==> config.mk <==
export PLATFORM = sky130hd
export DESIGN_NAME = mips_multicycle_ctrl
export DESIGN_NICKNAME = d
export VERILOG_FILES = /design/src/rtl/mips_multicycle_ctrl.sv
export SDC_FILE = /design/constraint.sdc
export NUM_CORES = 1
export LEC_CHECK = 0
export CORE_UTILIZATION = 44
export CTS_BUF_LIST = sky130_fd_sc_hd__clkbuf_8
export CTS_CLUSTER_DIAMETER = 200
export DETAILED_ROUTE_END_ITERATION = 8
export GPL_TIMING_DRIVEN = 1
export PLACE_DENSITY = 0.93
export SLEW_MARGIN = 20
export SYNTH_ARGS = -nofsm -noshare
export SYNTH_HDL_FRONTEND = slang
export SYNTH_SLANG_ARGS = --single-unit
==> constraint.sdc <==
create_clock -name clk -period 2.33 [get_ports clk]
set_input_delay 0.466 -clock clk [delete_from_list [all_inputs] [get_ports clk]]
set_output_delay 0.466 -clock clk [all_outputs]
set_load 0.005 [all_outputs]
==> src/rtl/mips_multicycle_ctrl.sv <==
// mips_multicycle_ctrl: multicycle MIPS control FSM sequencing shared ALU, memory port and register file
module mips_multicycle_ctrl #(
  parameter logic [5:0] OP_RTYPE = 6'b000000,
  parameter logic [5:0] OP_LW    = 6'b100011,
  parameter logic [5:0] OP_SW    = 6'b101011,
  parameter logic [5:0] OP_BEQ   = 6'b000100,
  parameter logic [5:0] OP_ADDI  = 6'b001000,
  parameter logic [5:0] OP_J     = 6'b000010
) (
  input  logic       clk,
  input  logic       reset_n,
  input  logic [5:0] op,
  input  logic       zero,
  input  logic       mem_ready,
  output logic       pcen,
  output logic       memwrite,
  output logic       irwrite,
  output logic       regwrite,
  output logic       iord,
  output logic       memtoreg,
  output logic       regdst,
  output logic       alusrca,
  output logic [1:0] alusrcb,
  output logic [1:0] pcsrc,
  output logic [1:0] aluop,
  output logic       instr_done,
  output logic       illegal_op,
  output logic [3:0] state
);
  typedef enum logic [3:0] {
    FETCH, DECODE, MEMADR, MEMRD, MEMWB, MEMWR,
    RTYPEEX, RTYPEWB, BEQEX, ADDIEX, ADDIWB, JEX
  } state_t;
  state_t state_q, state_d;
  logic pcwrite, branch, mw, irw, rw, done, ill;
  // Next-state selection; any unexpected encoding falls back to FETCH
  always_comb begin
    state_d = FETCH;
    case (state_q)
      FETCH:   state_d = mem_ready ? DECODE : FETCH;
      DECODE:  state_d = (op == OP_LW || op == OP_SW) ? MEMADR :
                         (op == OP_RTYPE) ? RTYPEEX :
                         (op == OP_BEQ)   ? BEQEX   :
                         (op == OP_ADDI)  ? ADDIEX  :
                         (op == OP_J)     ? JEX     : FETCH;
      MEMADR:  state_d = (op == OP_LW) ? MEMRD : MEMWR;
      MEMRD:   state_d = mem_ready ? MEMWB : MEMRD;
      MEMWR:   state_d = mem_ready ? FETCH : MEMWR;
      RTYPEEX: state_d = RTYPEWB;
      ADDIEX:  state_d = ADDIWB;
      default: state_d = FETCH;
    endcase
  end
  // State register; reset drops the FSM straight back to FETCH, abandoning any in-flight write
  always_ff @(posedge clk or negedge reset_n) begin
    if (!reset_n) state_q <= FETCH;
    else          state_q <= state_d;
  end
  // Moore output decode; only FETCH/MEMWR look at mem_ready and DECODE at op for the illegal pulse
  always_comb begin
    {pcwrite, branch, mw, irw, rw, done, ill} = '0;
    {iord, memtoreg, regdst, alusrca} = '0;
    alusrcb = 2'b00;
    pcsrc   = 2'b00;
    aluop   = 2'b00;
    case (state_q)
      FETCH: begin
        alusrcb = 2'b01;
        irw     = mem_ready;
        pcwrite = mem_ready;
      end
      DECODE: begin
        alusrcb = 2'b11;
        ill     = !(op == OP_LW || op == OP_SW || op == OP_RTYPE ||
                    op == OP_BEQ || op == OP_ADDI || op == OP_J);
      end
      MEMADR: begin
        alusrca = 1'b1;
        alusrcb = 2'b10;
      end
      MEMRD: iord = 1'b1;
      MEMWB: begin
        memtoreg = 1'b1;
        rw       = 1'b1;
        done     = 1'b1;
      end
      MEMWR: begin
        iord = 1'b1;
        mw   = 1'b1;
        done = mem_ready;
      end
      RTYPEEX: begin
        alusrca = 1'b1;
        aluop   = 2'b10;
      end
      RTYPEWB: begin
        regdst = 1'b1;
        rw     = 1'b1;
        done   = 1'b1;
      end
      BEQEX: begin
        alusrca = 1'b1;
        aluop   = 2'b01;
        pcsrc   = 2'b01;
        branch  = 1'b1;
        done    = 1'b1;
      end
      ADDIEX: begin
        alusrca = 1'b1;
        alusrcb = 2'b10;
      end
      ADDIWB: begin
        rw   = 1'b1;
        done = 1'b1;
      end
      JEX: begin
        pcsrc   = 2'b10;
        pcwrite = 1'b1;
        done    = 1'b1;
      end
      default: ;
    endcase
  end
  // Write enables and pulses are held low for as long as reset is asserted
  assign pcen       = reset_n & (pcwrite | (branch & zero));
  assign memwrite   = reset_n & mw;
  assign irwrite    = reset_n & irw;
  assign regwrite   = reset_n & rw;
  assign instr_done = reset_n & done;
  assign illegal_op = reset_n & ill;
  assign state      = state_q;
endmodule

==> results.toml <==
[outcome]
outcome = "finished, violations left"
violations = "negative setup slack"

[critical_path]
path_class = "primary input to output pin"
endpoint = "illegal_op"
crit_arrival_ns = 1.91
cp_num_cells = 5
crit_start = "op[3]"
critPathTopFamily = "buffers and inverters"
worst_setup_path_start_kind = "primary input"
rr_worst_depth = 4
cpPeakStageDelay_ns = 0.50
reg2reg_to = "state[2]"
crit_path_top_delay_cell = "clkdlybuf4s50_1"
reg2reg_slack_ns = 0.90
cp.required_ns = 1.86
cp-end-kind = "output pin"
cp_cell_sequence = "clkdlybuf4s15_1 -> xor2_1 -> o211ai_1 -> and3_1 -> clkdlybuf4s50_1"
rr_startpoint = "state[2]"
worstPathMaxFanout = 5
worst-path-buf-inv = 2

[timing]
final-setup-viol-count = 2
setup_tns_ns = -0.0479
max_freq_mhz = 421
relSlewSlack = 0.754
finClkSkew_ns = 0.00137
fin_crit_ns = 2.38
finalWorstSetupSlack_ns = -0.0467
final_hold_viol_count = 0
rsz0062_at_grt = "yes"
finalMaxSlewViolations = 0
tightest_slew_ns = 0.366
fin_crit_sh = 1.02

[yosys]
ys_top_cells_by_area = "dfrtp_1 (17%), and3_1 (5.3%), nor3_1 (5.1%), nor2_1 (4.4%), buf_4 (3.8%)"
avgSynthCellArea_um2 = 7.70
synth_fa_ha_area_frac = 0
synth-compound-area-share = 0.228
synth_fp_nets = 87
ys_types = 39
synthXorXnorAreaFrac = 0.0295
netlist_instances = 77
synth_top_family_by_area = "simple AND/OR/NAND/NOR gates"
yosysTopAreaCell = "dfrtp_1"
muxShareOfSynthArea = 0.0190
ys_ff_latch = 4
synth_seq_area_share = 0.169
syn_area_um2 = 593
synth_simple_gate_area_share = 0.475
synth_top_area_share = 0.169
yosys_warnings = 0

[placed_design]
gp_congestion = 0.855
dpl.cell_count = 127
place_ws_ns = -0.171
hpwl_um = 1470
port_buffers = 29

[route]
num_vias = 904
wl_um = 2840
wl_per_cell_um = 20.9
viasPerCell = 6.65
drc = 0
drt_iter0_markers = 46
drt-pass1-iter-count = 4
ant_nets = 0

[layout]
antenna_cells = 0
drive_above_1_share = 0.303
fin_util = 0.938
final_common_cell = "clkdlybuf4s50_1"
synthToLayoutAreaGrowth_pct = 85.2
layout_common_cells = "clkdlybuf4s50_1 (19), buf_4 (17), nor2_1 (6)"
largest_reg_flops = 4
nets = 134
final_cells = 136

[clock_tree]
clkSinkCount = 4
cts_hold_buf = 0
clk_pin_slew_ns = 0.03
cts_tree = "yes"
htreeDepth = 1
cts_buffer_depth = 2
clock-root-buffer = "clkbuf_8"
clock_latency_ns = 0.22
cts_made_buffers = 3

[floorplan]
pin_count = 30
rows = 12
core-area_um2 = 1170
die_area_um2 = 1500
die_h_um = 38.7
start_util = 0.506
die_x_um = 38.7

[global_routing]
antenna_found_initial = 0
track_usage = 0.321
grt_max_degree = 15
grt_pass1_vias = 717
gr-total-overflow = 0
grt_pass1_wl_um = 3320

[pwr]
powerDensity_nw_per_um2 = 471
p_leak_uw = 0.000489
irDropWorstVdd_mv = 0.573

[job]
cap_violations = 0

[worst_hold_path]
hold_class = "primary input to async pin"
==> metrics by stage <==
stage / cell area [um^2] / power (uW) / hold WS (ns)
global placement: 955 / 300 / 0.815
global route: 1100 / 535 / 0.268
floorplan: 593 / 196 / 0.170
finish: 1100 / 518 / 0.260
detailed placement: 955 / 309 / 0.823
CTS: 1040 / 480 / 0.644
==> synth_stat cells <==
library cell  count
and2_1            1
nand4_1           2
dfrtp_1           4
nor2_1            7
a211oi_1          2
nor3b_1           2
xor2_1            2
buf_6             1
and3_1            5
inv_1             1
o211ai_1          2
and4_1            1
nor4_1            1
a211oi_2          1
nor2b_1           3
and4b_1           1
o21ai_1           3
o2111ai_1         1
nand2b_1          3
o221ai_1          1
o21a_1            1
and4bb_2          1
or3b_1            1
nor3_1            6
buf_2             2
buf_4             3
a21oi_1           2
mux2_2            1
a21boi_1          1
nand2_1           3
nand3_1           1
and4bb_1          1
nand3b_1          1
o21ai_0           4
a2bb2oi_2         1
and2b_1           1
nor3b_2           1
or2b_1            1
nor4_2            1
==> kinds of logic after synthesis <==
kind of cell | Yosys count
buffers and inverters | 7
XOR/XNOR | 2
AO/OA/AOI/OAI | 19
multiplexers | 1
flip-flops | 4
AND/OR/NAND/NOR | 44
==> worst min-delay path by stage <==
stage | endpoint | slack [ns] | cells past startpoint
floorplan | state[0] | 0.17 | 0
global placement | state[0] | 0.82 | 2
detailed placement | state[3] | 0.82 | 2
CTS | state[0] | 0.64 | 2
global route | state[3] | 0.27 | 2
finish | state[3] | 0.26 | 2
==> power by group <==
part	total, uW	switching (uW)	internal [uW]
registers	94.3	15.3	79.0
logic	275	130	145
clock network	149	38.6	110
==> routing by layer <==
| metal | vias up | wire length (um) | GRT usage |
|---|---|---|---|
| li1 | 385 | - | - |
| met1 | 420 | 1020 | 0.377 |
| met2 | 77 | 1450 | 0.600 |
| met3 | 22 | 213 | 0.0405 |
| met4 | 0 | 163 | 0.0776 |
| met5 | - | 0 | 0 |
==> repair_timing <==
action / 4_1_cts / 5_1_grt
resized for setup: 10 / 13
hold endpoints to repair: 0 / 0
pin swaps: 1 / 2
setup endpoints to repair: 4 / 7
buffers inserted: 3 / 3
==> cell type report <==
class	count	area [um^2]
tap	14	17.5
sequential	4	105
timing repair buffer	48	458
inverter	1	3.75
multi-input combinational	66	473
clock buffer	3	41.3
fill	37	72.6
(Power assumes the default switching activity.)
